`config.mk`:
```
export PLATFORM = sky130hd
export DESIGN_NAME = sfifo_rd_stream
export DESIGN_NICKNAME = d
export VERILOG_FILES = /design/src/rtl/sfifo_rd_stream.sv
export SDC_FILE = /design/constraint.sdc
export NUM_CORES = 1
export LEC_CHECK = 0
export ABC_AREA = 1
export BUFFER_PORTS_ARGS = -buffer_cell sky130_fd_sc_hd__buf_2
export CORE_UTILIZATION = 40
export CTS_CLUSTER_SIZE = 24
export DETAILED_ROUTE_END_ITERATION = 10
export PLACE_DENSITY_LB_ADDON = 0.1
export SLEW_MARGIN = 20
export SYNTH_ARGS = -nofsm -noshare
export SYNTH_HDL_FRONTEND = slang
export SYNTH_SLANG_ARGS = --single-unit
```
`constraint.sdc`:
```
create_clock -name sys_clk -period 8.2 [get_ports sys_clk]
set_input_delay 2.46 -clock sys_clk [delete_from_list [all_inputs] [get_ports sys_clk]]
set_output_delay 2.46 -clock sys_clk [all_outputs]
set_load 0.005 [all_outputs]
```
`src/rtl/sfifo_rd_stream.sv`:
```
// Read-side stage behind a show-ahead FIFO + RAM pair: issues reads against credits and
// re-times the RAM data into a small output buffer presented as a valid/ready stream.
module sfifo_rd_stream #(
    parameter  int WIDTH_DATA = 36,
    parameter  int RD_LATENCY = 1,
    localparam int BUF_DEPTH  = RD_LATENCY + 2,
    localparam int CNT_W      = $clog2(BUF_DEPTH + 1)
) (
    input  logic                  sys_clk,
    input  logic                  sys_rst,
    input  logic                  flush,
    input  logic                  fifo_empty,
    output logic                  fifo_ren,
    input  logic [WIDTH_DATA-1:0] fifo_rdata,
    output logic                  m_valid,
    input  logic                  m_ready,
    output logic [WIDTH_DATA-1:0] m_data,
    output logic [CNT_W-1:0]      occ,
    output logic [CNT_W-1:0]      inflight
);
    localparam int PTR_W = $clog2(BUF_DEPTH);

    logic [RD_LATENCY-1:0] lat_q, lat_d;
    logic [CNT_W-1:0]      occ_q, occ_d;
    logic [CNT_W-1:0]      infl_q, infl_d;
    logic [PTR_W-1:0]      wr_ptr_q, wr_ptr_d;
    logic [PTR_W-1:0]      rd_ptr_q, rd_ptr_d;
    logic [WIDTH_DATA-1:0] buf_mem [BUF_DEPTH];

    logic           clear;
    logic           capture;
    logic           pop;
    logic [CNT_W:0] credit_used;

    assign clear       = sys_rst | flush;
    assign credit_used = {1'b0, occ_q} + {1'b0, infl_q};
    // Credits come from registered counters only, so m_ready never reaches fifo_ren.
    assign fifo_ren    = ~clear & ~fifo_empty & (credit_used < (CNT_W + 1)'(BUF_DEPTH));
    assign capture     = lat_q[RD_LATENCY-1];
    assign m_valid     = (occ_q != '0);
    assign pop         = m_valid & m_ready;
    assign m_data      = m_valid ? buf_mem[rd_ptr_q] : '0;
    assign occ         = occ_q;
    assign inflight    = infl_q;

    assign lat_d[0] = fifo_ren;
    for (genvar gi = 1; gi < RD_LATENCY; gi++) begin : g_lat
        assign lat_d[gi] = lat_q[gi-1];
    end

    always_comb begin
        occ_d    = occ_q;
        infl_d   = infl_q;
        wr_ptr_d = wr_ptr_q;
        rd_ptr_d = rd_ptr_q;
        case ({capture, pop})
            2'b10:   occ_d = occ_q + CNT_W'(1);
            2'b01:   occ_d = occ_q - CNT_W'(1);
            default: occ_d = occ_q;
        endcase
        case ({fifo_ren, capture})
            2'b10:   infl_d = infl_q + CNT_W'(1);
            2'b01:   infl_d = infl_q - CNT_W'(1);
            default: infl_d = infl_q;
        endcase
        // Depth is generally not a power of two, so wrap explicitly.
        if (capture) begin
            wr_ptr_d = (wr_ptr_q == PTR_W'(BUF_DEPTH - 1)) ? '0 : wr_ptr_q + PTR_W'(1);
        end
        if (pop) begin
            rd_ptr_d = (rd_ptr_q == PTR_W'(BUF_DEPTH - 1)) ? '0 : rd_ptr_q + PTR_W'(1);
        end
    end

    always_ff @(posedge sys_clk) begin
        if (clear) begin
            lat_q    <= '0;
            occ_q    <= '0;
            infl_q   <= '0;
            wr_ptr_q <= '0;
            rd_ptr_q <= '0;
        end else begin
            lat_q    <= lat_d;
            occ_q    <= occ_d;
            infl_q   <= infl_d;
            wr_ptr_q <= wr_ptr_d;
            rd_ptr_q <= rd_ptr_d;
        end
    end

    // A write during clear is harmless: occupancy is zeroed so the entry is never read.
    always_ff @(posedge sys_clk) begin
        if (capture) begin
            buf_mem[wr_ptr_q] <= fifo_rdata;
        end
    end

    credit_bound: assert property (@(posedge sys_clk) disable iff (sys_rst)
        credit_used <= (CNT_W + 1)'(BUF_DEPTH));
    no_overflow: assert property (@(posedge sys_clk) disable iff (clear)
        capture |-> (occ_q != CNT_W'(BUF_DEPTH)));

endmodule
```
### Yosys cells after proc, flatten, opt, wreduce, memory -nomap -nowiden

Memory sizes are Yosys's and may differ from the RTL's. A register that Yosys moved wholly into a read port is not among the register bits.
Index checks and enable logic that the tools add are counted.
W data, S select, Z words.

* add/sub/neg operators: 7
* magnitude comparators: 1
* eq/ne operators: 6
* mux-type cells: 9
* bitwise gates (word level): 6
* reductions and logical operators: 3

Operators with widths (number)
* $mux W36: 1
* $add A2 B1 Y2 const B: 4
* $eq A2 B2 Y1 const B: 4
* $mux W2: 4
* $pmux W2 S2: 2
* $reduce_bool A2 Y1: 3
* $eq A2 B1 Y1 const B: 2
* $sub A2 B1 Y2 const B: 2
* $add A2 B2 Y3: 1
* $and A1 B1 Y1: 3
* $lt A3 B2 Y1 const B: 1
* $mux W1: 2
* $not A1 Y1: 2
* $or A1 B1 Y1: 1

* flip-flop bits (word level): 9
* memory bits (writable): 108
* output and inout bits: 42
* word-level logic and storage cells: 38
* memories kept: 1

Memories
* buf_mem: words 3, bits a word 36, read ports 1, clocked after Yosys merged registers in 1, write ports 1, RTL line 28 `logic [WIDTH_DATA-1:0] buf_mem [BUF_DEPTH];`

### Depth between registers and ports, before layout

Gate-level depths: netlist of the first run.

* word-level depth: 6
* depth in mapped cells: 10
* depth with buffers taken out: 10

### Least setup slack after synthesis of the first run

OpenSTA, ideal clock, no wires.

* kind: input-to-output
* start: input port flush
* end: output port fifo_ren
* arrival time: 3016 ps
* required time: 5740 ps
* path slack: 2724 ps
* stages: 3
* path buffers: 0
* cell sequence: nor2_1 > nand4_1 > inv_1

* word-level cells in the longest chain between the ends: 4

RTL lines
* from (decl): RTL line 11 `input logic flush,`
* $or A1 B1 Y1: RTL line 35 `assign clear = sys_rst | flush;`
* $not A1 Y1: RTL line 38 `assign fifo_ren = ~clear & ~fifo_empty & (credit_used < (CNT_W + 1)'(BUF_DEPTH));`
* $and A1 B1 Y1 (2 in series): RTL line 38
* to (decl): RTL line 13 `output logic fifo_ren,`

No other way between the ends.

### Final worst setup path of the first run

Ends and elaborated chain as after synthesis.

==> results of run 1 <==
==> cells in the final DEF, fill, tap and decap left out, types with 4 or more instances in the layout <==
cell type	netlist	layout
sky130_fd_sc_hd__dfxtp_1	11	9
sky130_fd_sc_hd__buf_4	3	4
sky130_fd_sc_hd__a21oi_2	29	29
sky130_fd_sc_hd__o21ai_0	44	44
sky130_fd_sc_hd__nand2_1	52	52
sky130_fd_sc_hd__edfxtp_1	108	108
sky130_fd_sc_hd__clkinv_2	0	5
sky130_fd_sc_hd__o21ai_1	30	30
sky130_fd_sc_hd__nor2_1	14	14
sky130_fd_sc_hd__clkbuf_16	0	17
sky130_fd_sc_hd__buf_2	8	82
sky130_fd_sc_hd__inv_1	127	125
sky130_fd_sc_hd__a21oi_1	11	11
==> routing by layer <==
metal / GRT usage / wire length (um) / up-vias
li1: - / - / 1653
met1: 0.174 / 4070 / 1457
met2: 0.258 / 4470 / 66
met3: 0.0596 / 474 / 15
met4: 0.0701 / 158 / 2
met5: 0 / 16 / -
==> cell families after synthesis <==
group,after synthesis,share of synthesized area
adders and majority gates,4,0.0112
buffers and inverters,147,0.123
AOI/OAI and AO/OA,114,0.133
DFF,119,0.675
and+or+nand+nor,74,0.0573
==> layout make-up <==
cell class / instances / area, um^2 / share of cell area
well taps: 168 / 210 / 0.0339
clock inverters: 12 / 134 / 0.0216
repair buffers: 86 / 440 / 0.0710
inverters: 127 / 477 / 0.0768
clock buffers: 20 / 437 / 0.0703
flip-flops and latches: 119 / 3470 / 0.559
multi-input cells: 192 / 1040 / 0.168
==> power breakdown <==
group	leakage, nW	internal (mW)	total [mW]	switching (mW)
clock network	0.280	0.470	0.709	0.240
registers	1.07	0.670	0.673	0.00366
logic	1.49	0.0177	0.0435	0.0258
total	2.84	1.16	1.43	0.269
==> registers in the layout, summed over array words and instances, names as in the netlist, named ones only <==
name / flops
buf_mem: 108
inflight: 2
occ: 2
rd_ptr_q: 2
wr_ptr_q: 2
capture: 1
==> critical path, stage by stage <==
cell	delay [ns]
sky130_fd_sc_hd__buf_2	0.09
sky130_fd_sc_hd__nor2_1	0.38
sky130_fd_sc_hd__nand4_1	0.25
sky130_fd_sc_hd__inv_1	0.10
sky130_fd_sc_hd__buf_2	0.11
==> how the worst max path moves through the flow <==
stage | endpoint | slack [ns] | startpoint
6_report | fifo_ren | 2.35 | flush
5_1_grt | fifo_ren | 2.23 | flush
4_1_cts | fifo_ren | 2.33 | flush
3_5_place_dp | fifo_ren | 2.33 | flush
3_3_place_gp | fifo_ren | 2.34 | flush
2_1_floorplan | fifo_ren | 2.72 | flush
==> flow_summary_export.csv, run 1 <==
group,metric,value,unit
status,outcome,"finished clean",
layout,final_layout_size_suffix_gt1_frac,0.266,
layout,stdcell_count,724,
worst_setup_path,number_of_cells_on_the_worst_reg_to_reg_path,10,
clock_network,htreeDepth,4,
logic_synthesis,synthArstFlopShare,0,
power_and_ir_drop,worst_ir_drop_vdd,122,uV
drt,ant_nets,0,
layout,area_delta_synth_final,21.1,%
drt,dr.first_iter.drc_count,112,
logic_synthesis,synth_area_per_cell,11.2,um^2
floorplanning,placementRows,40,
clock_network,cts_num_sinks,119,
layout,finish.utilization,0.506,
worst_hold_path,min_delay_path_depth,2,
logic_synthesis,synth_top_flop_cell,"sky130_fd_sc_hd__edfxtp_1",
worst_setup_path,timing.critical_path.to_type,"primary output",
floorplanning,die_area,13300,um^2
timing,setup_slack,2.35,ns
worst_setup_path,timing.reg2reg.setup_slack,6.09,ns
clock_network,clk_pin_slew_worst_paths,0.05,ns
clock_network,clk_path_buf_depth,2,
layout,area_of_all_placed_cells_without_fillers,6210,um^2
worst_setup_path,worstPathMaxFanout,8,
clock_network,clk_root_buffer_cell,"sky130_fd_sc_hd__clkbuf_16",
placement,portBuffers,82,
clock_network,cts_buffer_count,17,
drt,initial_drt_pass_iterations,4,
logic_synthesis,syn_area,5130,um^2
timing,hold_ws,0.464,ns
logic_synthesis,synth_enable_flop_cells,108,
logic_synthesis,synthDistinctLibCells,23,
layout,antenna_cells_inserted,0,
timing,setup_repair_after_global_routing_missed_its_margin,"false",
floorplanning,die_h,115,um
worst_setup_path,regToRegStartpoint,"occ[0]",
power_and_ir_drop,power_density,230,nW/um^2
logic_synthesis,yosysMostFrequentCell,"sky130_fd_sc_hd__inv_1",
worst_setup_path,critPathRequiredTime,5.74,ns
layout,final_net_count,588,
global_route,groute.usage.overall,0.154,
timing,final.min_clock_period,5.85,ns
global_route,grt_first_pass_wirelength,14700,um
placement,gpl.final_weighted_congestion,0.682,
timing,final.period_utilization,0.714,
global_route,grt_max_degree,73,
timing,totalNegativeSetupSlack,0,ns
worst_hold_path,beginning_of_the_worst_hold_path,"wr_ptr_q[1]",
clock_network,cts_tree,"yes",
worst_setup_path,setup.worst_path.start_class,"primary input",
global_route,grt_pass1_vias,3036,
clock_network,clk-insertion-delay-late,0.41,ns
floorplanning,design.portCount,83,
timing,maxSlewViolCount,0,
placement,dpl.hpwl,5360,um
floorplanning,floorplan.core_area,12300,um^2
placement,dpl_worst_slack,2.33,ns
drt,routedWlPerCell,12.7,um
worst_setup_path,regToRegEndpoint,"inflight[1]",
drt,total_wirelength,9190,um
logic_synthesis,ys.warnings.count,0,
logic_synthesis,ys_top_cells_by_count,"127 x sky130_fd_sc_hd__inv_1, 108 x sky130_fd_sc_hd__edfxtp_1, 52 x sky130_fd_sc_hd__nand2_1",
placement,dp_cells,692,
logic_synthesis,post_synth_inst_count,458,
drt,route.detailed.drc,0,
floorplanning,effective_utilization_at_floorplan,0.418,
layout,fill_cells,1105,
timing,tightest_slew,0.905,ns
logic_synthesis,share_of_synthesized_area_occupied_by_flip_flops_and_latches,0.675,
floorplanning,floorplan.die.width,115,um
timing,fmax,171,MHz
worst_hold_path,min_delay_path_class,"reg -> reg",
logic_synthesis,synthDominantCellAreaShare,0.633,
worst_setup_path,worst-setup-path-type,"in -> out",
clock_network,cts.repair_timing.setup_buffer_count,0,
timing,final_hold_viol_count,0,
global_route,antenna_violations_before_repair,1,
drt,dr_total_vias,3193,
logic_synthesis,post_synth_main_area_contributors,"sky130_fd_sc_hd__edfxtp_1 63%, sky130_fd_sc_hd__inv_1 9.3%, sky130_fd_sc_hd__a21oi_2 5.0%",
global_route,grt_overflow_total,0,
worst_setup_path,cp_data_arrival_time,3.39,ns
power_and_ir_drop,total_leakage_power,2.84,nW
clock_network,total_of_hold_buffers_inserted_after_clock_tree_synthesis,0,
run,cap_violations,0,
placement,detailed_place.area,5640,um^2
power_and_ir_drop,total_power,1.43,mW
logic_synthesis,synth-seq-cells,119,
clock_network,cts_resized,0,
logic_synthesis,yosys.area.top_type,"sky130_fd_sc_hd__edfxtp_1",
timing,maxSlewHeadroom,0.397,
drt,vias_per_cell,4.41,
timing,setup_viol_count_final,0,
logic_synthesis,synthesis.nets,503,
worst_hold_path,timing.hold.worst_endpoint,"wr_ptr_q[1]",
timing,finalClockSkew,0.00726,ns
(Power assumes the default switching activity.)
==> run 2: changes to the inputs <==
==> constraint.sdc (replaced) <==
create_clock -name sys_clk -period 5.09 [get_ports sys_clk]
set_input_delay 1.527 -clock sys_clk [delete_from_list [all_inputs] [get_ports sys_clk]]
set_output_delay 1.527 -clock sys_clk [all_outputs]
set_load 0.005 [all_outputs]
==> run 2 against run 1 <==
  * Via count grew 0.66%
  * Power grew 68%
  * Routed wire length grew 0.57%
  * Sequential power grew 62%
  * Combinational power grew 60%
  * Largest power group unchanged
==> flow_summary_export.csv, run 2 (same netlist as run 1, synthesis figures left out) <==
group,metric,value,unit
status,outcome,"finished clean",
layout,final_layout_size_suffix_gt1_frac,0.266,
timing,final_hold_viol_count,0,
clock_network,cts_tree,"yes",
timing,tightest_slew,0.906,ns
drt,ant_nets,0,
global_route,grt_first_pass_wirelength,14800,um
layout,antenna_cells_inserted,0,
power_and_ir_drop,power.sequential.fraction,0.453,
layout,area_delta_synth_final,22.1,%
placement,portBuffers,82,
drt,route.detailed.drc,0,
clock_network,cts.repair_timing.setup_buffer_count,0,
power_and_ir_drop,worst_ir_drop_vdd,178,uV
layout,final_common_cell,"sky130_fd_sc_hd__inv_1",
run,cap_violations,0,
drt,initial_drt_pass_iterations,4,
global_route,grt_max_degree,73,
floorplanning,effective_utilization_at_floorplan,0.418,
timing,final.min_clock_period,4.02,ns
floorplanning,floorplan.die.width,115,um
timing,maxSlewViolCount,0,
clock_network,clk_path_buf_depth,2,
worst_setup_path,worst-setup-path-type,"in -> out",
power_and_ir_drop,total_leakage_power,2.87,nW
layout,max_flop_register,"buf_mem",
power_and_ir_drop,netSwitchingPower,434,uW
floorplanning,placementRows,40,
layout,final_cell_mix,"125 x sky130_fd_sc_hd__inv_1, 108 x sky130_fd_sc_hd__edfxtp_1, 82 x sky130_fd_sc_hd__buf_2",
clock_network,clk_pin_slew_worst_paths,0.05,ns
layout,largest_reg_flops,108,
global_route,grt_overflow_total,0,
floorplanning,design.portCount,83,
timing,setup_viol_count_final,0,
worst_setup_path,critPathRequiredTime,3.56,ns
layout,final_net_count,589,
timing,maxSlewHeadroom,0.396,
timing,totalNegativeSetupSlack,0,ns
floorplanning,floorplan.core_area,12300,um^2
global_route,grt_pass1_vias,3083,
drt,total_wirelength,9240,um
timing,fmax,248,MHz
layout,area_of_all_placed_cells_without_fillers,6260,um^2
drt,routedWlPerCell,12.7,um
timing,finalClockSkew,0.00521,ns
clock_network,clk-insertion-delay-late,0.40,ns
worst_setup_path,cp_cell_sequence,"buf_2, nor2_1, nand4_1, inv_1, buf_2",
placement,gpl.final_weighted_congestion,0.676,
clock_network,clk_root_buffer_cell,"sky130_fd_sc_hd__clkbuf_16",
worst_setup_path,cpMostUsedCell,"sky130_fd_sc_hd__buf_2",
floorplanning,die_h,115,um
power_and_ir_drop,switch_share,0.181,
power_and_ir_drop,intPower,1.96,mW
worst_hold_path,min_delay_path_class,"reg -> reg",
global_route,groute.usage.overall,0.153,
worst_setup_path,cp_slowest_cell,"sky130_fd_sc_hd__nor2_1",
drt,dr_total_vias,3214,
power_and_ir_drop,power_density,383,nW/um^2
floorplanning,die_area,13300,um^2
placement,detailed_place.area,5640,um^2
clock_network,cts_resized,0,
timing,final.period_utilization,0.791,
clock_network,cts_num_sinks,119,
power_and_ir_drop,combinationalPowerShare,0.029,
worst_setup_path,worstPathMaxFanout,8,
power_and_ir_drop,power.clock.fraction,0.518,
worst_setup_path,setup.worst_path.start_class,"primary input",
clock_network,cts_buffer_count,17,
worst_setup_path,worst_path_largest_cell_delay,0.41,ns
global_route,antenna_violations_before_repair,1,
layout,fill_cells,1109,
drt,vias_per_cell,4.43,
worst_setup_path,cp_data_arrival_time,2.50,ns
worst_setup_path,timing.critical_path.to_type,"primary output",
drt,dr.first_iter.drc_count,158,
clock_network,htreeDepth,4,
placement,dpl.hpwl,5450,um
timing,setup_repair_after_global_routing_missed_its_margin,"false",
clock_network,total_of_hold_buffers_inserted_after_clock_tree_synthesis,0,
## run 2: worst paths after layout
path          startpoint     endpoint  slack, ns  cells past startpoint
max                flush     fifo_ren       1.07                      5
max reg2reg       occ[0]  inflight[1]       3.00                     10
min          wr_ptr_q[1]  wr_ptr_q[1]       0.48                      2
min reg2reg  wr_ptr_q[1]  wr_ptr_q[1]       0.48                      2
## run 2: power groups by stage
stage          clock network [mW]  registers (mW)  logic, mW
3_5_place_dp                    0            1.10     0.0712
4_1_cts                      1.26            1.09     0.0717
6_report                     1.24            1.09     0.0697
3_3_place_gp                    0            1.10     0.0688
2_1_floorplan                   0            1.10     0.0389
5_1_grt                      1.31            1.09     0.0800
## run 2: final cells by class
| type | count | area (um^2) | share of cell area |
|---|---|---|---|
| Clock inverter | 13 | 184 | 0.0294 |
| Inverter | 127 | 477 | 0.0761 |
| Multi-Input combinational cell | 192 | 1040 | 0.166 |
| Clock buffer | 19 | 433 | 0.0691 |
| Sequential cell | 119 | 3470 | 0.554 |
| Timing Repair Buffer | 87 | 448 | 0.0715 |
| Tap cell | 168 | 210 | 0.0336 |
## run 2: worst max-delay path: cells and delay by family
family / cells / cell delay (ns)
and+or+nand+nor: 2 / 0.67
buffers and inverters: 3 / 0.31
## run 2: through the flow
step,std cells,util,power [mW],worst slack (ns),hold slack (ns)
after floorplan,458,-,1.14,1.48,0.441
after global placement,693,0.460,1.17,1.11,0.454
after detailed placement,693,0.460,1.18,1.04,0.475
after CTS,725,0.511,2.42,1.03,0.482
after global routing,725,0.511,2.48,0.949,0.495
final,725,0.511,2.40,1.07,0.478
## run 2: layer usage
metal / global-route usage / routed length [um] / vias up
li1: - / - / 1652
met1: 0.178 / 4010 / 1481
met2: 0.255 / 4620 / 68
met3: 0.0501 / 475 / 11
met4: 0.0753 / 125 / 2
met5: 0 / 10 / -
==> run 3: changes to the inputs <==
--- a/config.mk
+++ b/config.mk
@@ -5,7 +5,7 @@
 export SDC_FILE = /design/constraint.sdc
 export NUM_CORES = 1
 export LEC_CHECK = 0
-export ABC_AREA = 1
+export ABC_AREA = 0
 export BUFFER_PORTS_ARGS = -buffer_cell sky130_fd_sc_hd__buf_2
 export CORE_UTILIZATION = 40
 export CTS_CLUSTER_SIZE = 24
==> constraint.sdc (replaced) <==
create_clock -name sys_clk -period 4.2 [get_ports sys_clk]
set_input_delay 1.26 -clock sys_clk [delete_from_list [all_inputs] [get_ports sys_clk]]
set_output_delay 1.26 -clock sys_clk [all_outputs]
set_load 0.005 [all_outputs]
==> run 3 against run 2 <==
  * Routed wire length decreased by 6.0%
  * Critical path type unchanged
  * Final cell count decreased by 26%
  * Clock skew increased by 0.0035 ns
  * Critical endpoint unchanged
  * Sequential share of layout area increased by 3.2 points
  * Sequential cell count unchanged
  * Combinational power increased by 22%
  * Worst hold slack improved by 0.0092 ns
  * Highest routed layer is now met4
  * Global-route usage decreased by 0.39 points
  * Core utilization increased by 0.49 points
==> flow_summary_export.csv, run 3 <==
group,metric,value,unit
drt,routedWlPerCell,16.3,um
worst_setup_path,worst-setup-path-type,"in -> out",
logic_synthesis,yosysMostFrequentCell,"sky130_fd_sc_hd__edfxtp_1",
layout,final_layout_size_suffix_gt1_frac,0.418,
worst_setup_path,cp_cell_sequence,"buf_2, or2_2, a2111oi_4, buf_2",
worst_hold_path,min_delay_path_class,"reg -> reg",
logic_synthesis,synth_top_flop_cell,"sky130_fd_sc_hd__edfxtp_1",
global_route,grt.busiest_layer,"met2",
timing,setup_repair_after_global_routing_missed_its_margin,"false",
logic_synthesis,syn_area,4740,um^2
global_route,gr-usage-met3,0.0476,
clock_network,clk_path_buf_depth,2,
layout,area_delta_synth_final,24.8,%
placement,portBuffers,82,
logic_synthesis,post_synth_main_area_contributors,"sky130_fd_sc_hd__edfxtp_1 68%, sky130_fd_sc_hd__mux2_2 8.6%, sky130_fd_sc_hd__mux2i_1 7.8%",
power_and_ir_drop,worst_ir_drop_vdd,218,uV
timing,finalClockSkew,0.00867,ns
global_route,globalRouteMet2Util,0.234,
placement,gpl.final_weighted_congestion,0.651,
global_route,grt_overflow_total,0,
layout,final_net_count,423,
logic_synthesis,share_of_synthesized_area_occupied_by_flip_flops_and_latches,0.731,
drt,dr.first_iter.drc_count,90,
logic_synthesis,synthDominantCellAreaShare,0.685,
timing,tightest_slew,0.671,ns
worst_setup_path,cp_slowest_cell,"sky130_fd_sc_hd__or2_2",
timing,hold_ws,0.487,ns
floorplanning,design.portCount,83,
power_and_ir_drop,total_leakage_power,2.16,nW
worst_setup_path,setup.worst_path.start_class,"primary input",
floorplanning,placementRows,39,
layout,final_common_cell,"sky130_fd_sc_hd__edfxtp_1",
drt,vias_per_cell,4.89,
drt,total_wirelength,8680,um
clock_network,clk_root_buffer_cell,"sky130_fd_sc_hd__clkbuf_16",
layout,largest_reg_flops,108,
timing,final.min_clock_period,3.41,ns
power_and_ir_drop,power_density,470,nW/um^2
logic_synthesis,synth-seq-cells,119,
timing,maxSlewHeadroom,0.551,
clock_network,htreeDepth,4,
timing,fmax,293,MHz
logic_synthesis,post_synth_inst_count,279,
layout,finish.utilization,0.516,
logic_synthesis,synthesis.nets,324,
timing,maxSlewViolCount,0,
clock_network,cts_num_sinks,119,
global_route,global_route.usage.met1,0.186,
logic_synthesis,ys_top_cells_by_count,"108 x sky130_fd_sc_hd__edfxtp_1, 42 x sky130_fd_sc_hd__nor2_1, 37 x sky130_fd_sc_hd__mux2i_1",
floorplanning,floorplan.core_area,11500,um^2
worst_setup_path,worstPathMaxFanout,9,
layout,stdcell_count,533,
logic_synthesis,synthDistinctLibCells,26,
floorplanning,effective_utilization_at_floorplan,0.413,
floorplanning,die_area,12300,um^2
floorplanning,die_h,111,um
placement,detailed_place.area,5350,um^2
drt,initial_drt_pass_iterations,4,
status,outcome,"finished clean",
layout,antenna_cells_inserted,0,
global_route,grt_first_pass_wirelength,13500,um
drt,dr_total_vias,2604,
logic_synthesis,yosys.area.top_type,"sky130_fd_sc_hd__edfxtp_1",
placement,dp_cells,502,
worst_setup_path,critPathRequiredTime,2.94,ns
global_route,grt_pass1_vias,2573,
clock_network,cts_resized,0,
layout,area_of_all_placed_cells_without_fillers,5910,um^2
layout,max_flop_register,"buf_mem",
logic_synthesis,synthArstFlopShare,0,
logic_synthesis,synth_area_per_cell,17.0,um^2
drt,ant_nets,0,
run,cap_violations,0,
clock_network,cts.repair_timing.setup_buffer_count,0,
worst_setup_path,worst_path_largest_cell_delay,0.40,ns
global_route,grt_max_degree,24,
timing,setup_viol_count_final,0,
worst_setup_path,timing.critical_path.to_type,"primary output",
worst_setup_path,cp_data_arrival_time,2.15,ns
global_route,antenna_violations_before_repair,0,
clock_network,clk-insertion-delay-late,0.40,ns
timing,final.period_utilization,0.812,
logic_synthesis,ys.warnings.count,0,
clock_network,total_of_hold_buffers_inserted_after_clock_tree_synthesis,0,
placement,dpl.hpwl,5340,um
worst_setup_path,cpMostUsedCell,"sky130_fd_sc_hd__buf_2",
timing,final_hold_viol_count,0,
floorplanning,floorplan.die.width,111,um
clock_network,cts_tree,"yes",
timing,totalNegativeSetupSlack,0,ns
logic_synthesis,synth_enable_flop_cells,108,
drt,route.detailed.drc,0,
worst_setup_path,critPathTopFamily,"simple AND/OR/NAND/NOR gates",
global_route,groute.usage.overall,0.149,
clock_network,clk_pin_slew_worst_paths,0.05,ns
layout,final_cell_mix,"108 x sky130_fd_sc_hd__edfxtp_1, 82 x sky130_fd_sc_hd__buf_2, 41 x sky130_fd_sc_hd__nor2_1",
worst_setup_path,critical_path.n_buffers_inverters,2,
clock_network,cts_buffer_count,17,
## run 3: changes by cell type after synthesis, sizes merged, moves of 3 or more
cell,before,now
or3,0,3
mux2,0,36
buf,15,9
nand4,3,0
nand2,52,2
inv,127,4
mux2i,0,37
a21oi,40,4
nor2,15,43
o21ai,74,3
## run 3: worst min-delay path: stages, from the launching register on
cell and delay (ns):
sky130_fd_sc_hd__dfxtp_1 0.32, sky130_fd_sc_hd__nand2_1 0.06, sky130_fd_sc_hd__a21oi_1 0.07
## run 3: stage by stage
step / power, mW / setup WS (ns)
final: 2.78 / 0.790
after global routing: 2.87 / 0.618
after CTS: 2.82 / 0.739
after detailed placement: 1.42 / 0.778
after global placement: 1.42 / 0.791
after floorplan: 1.38 / 0.597
## run 3: layer usage
layer / routed length [um] / share of wire / vias to the layer above
met3: 342 / 0.039 / 10
met2: 4360 / 0.50 / 64
met4: 112 / 0.013 / 0
li1: - / - / 1243
met1: 3870 / 0.45 / 1287
met5: 0 / 0 / -
## run 3: area by class of cell
cell class	instances	area [um^2]
fillers	982	5560
flip-flops and latches	119	3470
multi-input cells	144	1200
repair buffers	92	485
clock buffers	18	429
well taps	143	179
clock inverters	13	138
inverters	4	15.0
## run 3: worst paths after layout
kind | endpoint | cells past startpoint | slack (ns) | start
setup / recovery | fifo_ren | 4 | 0.79 | flush
hold / removal | flop | 2 | 0.49 | rd_ptr_q[0]
setup reg to reg | inflight[1] | 7 | 1.67 | occ[0]
hold reg to reg | flop | 2 | 0.49 | rd_ptr_q[0]
## run 3: logic make-up (layout without fill, tap and decap cells)
| family | count (synthesis) | in the layout | share of synthesized area |
|---|---|---|---|
| AO/OA/AOI/OAI | 10 | 10 | 0.0180 |
| XOR/XNOR | 4 | 4 | 0.00740 |
| adder cells (fa/ha/maj) | 4 | 4 | 0.0122 |
| buffers and inverters | 16 | 127 | 0.0201 |
| flip-flops | 119 | 119 | 0.731 |
| multiplexers | 73 | 73 | 0.164 |
| AND/OR/NAND/NOR | 53 | 53 | 0.0473 |
## run 3: report_power, final
group / internal (mW) / total [mW] / leakage, nW / switching, mW
sequential: 1.31 / 1.31 / 1.07 / 0.00549
combinational: 0.0402 / 0.0849 / 0.809 / 0.0447
clock: 0.913 / 1.38 / 0.279 / 0.470
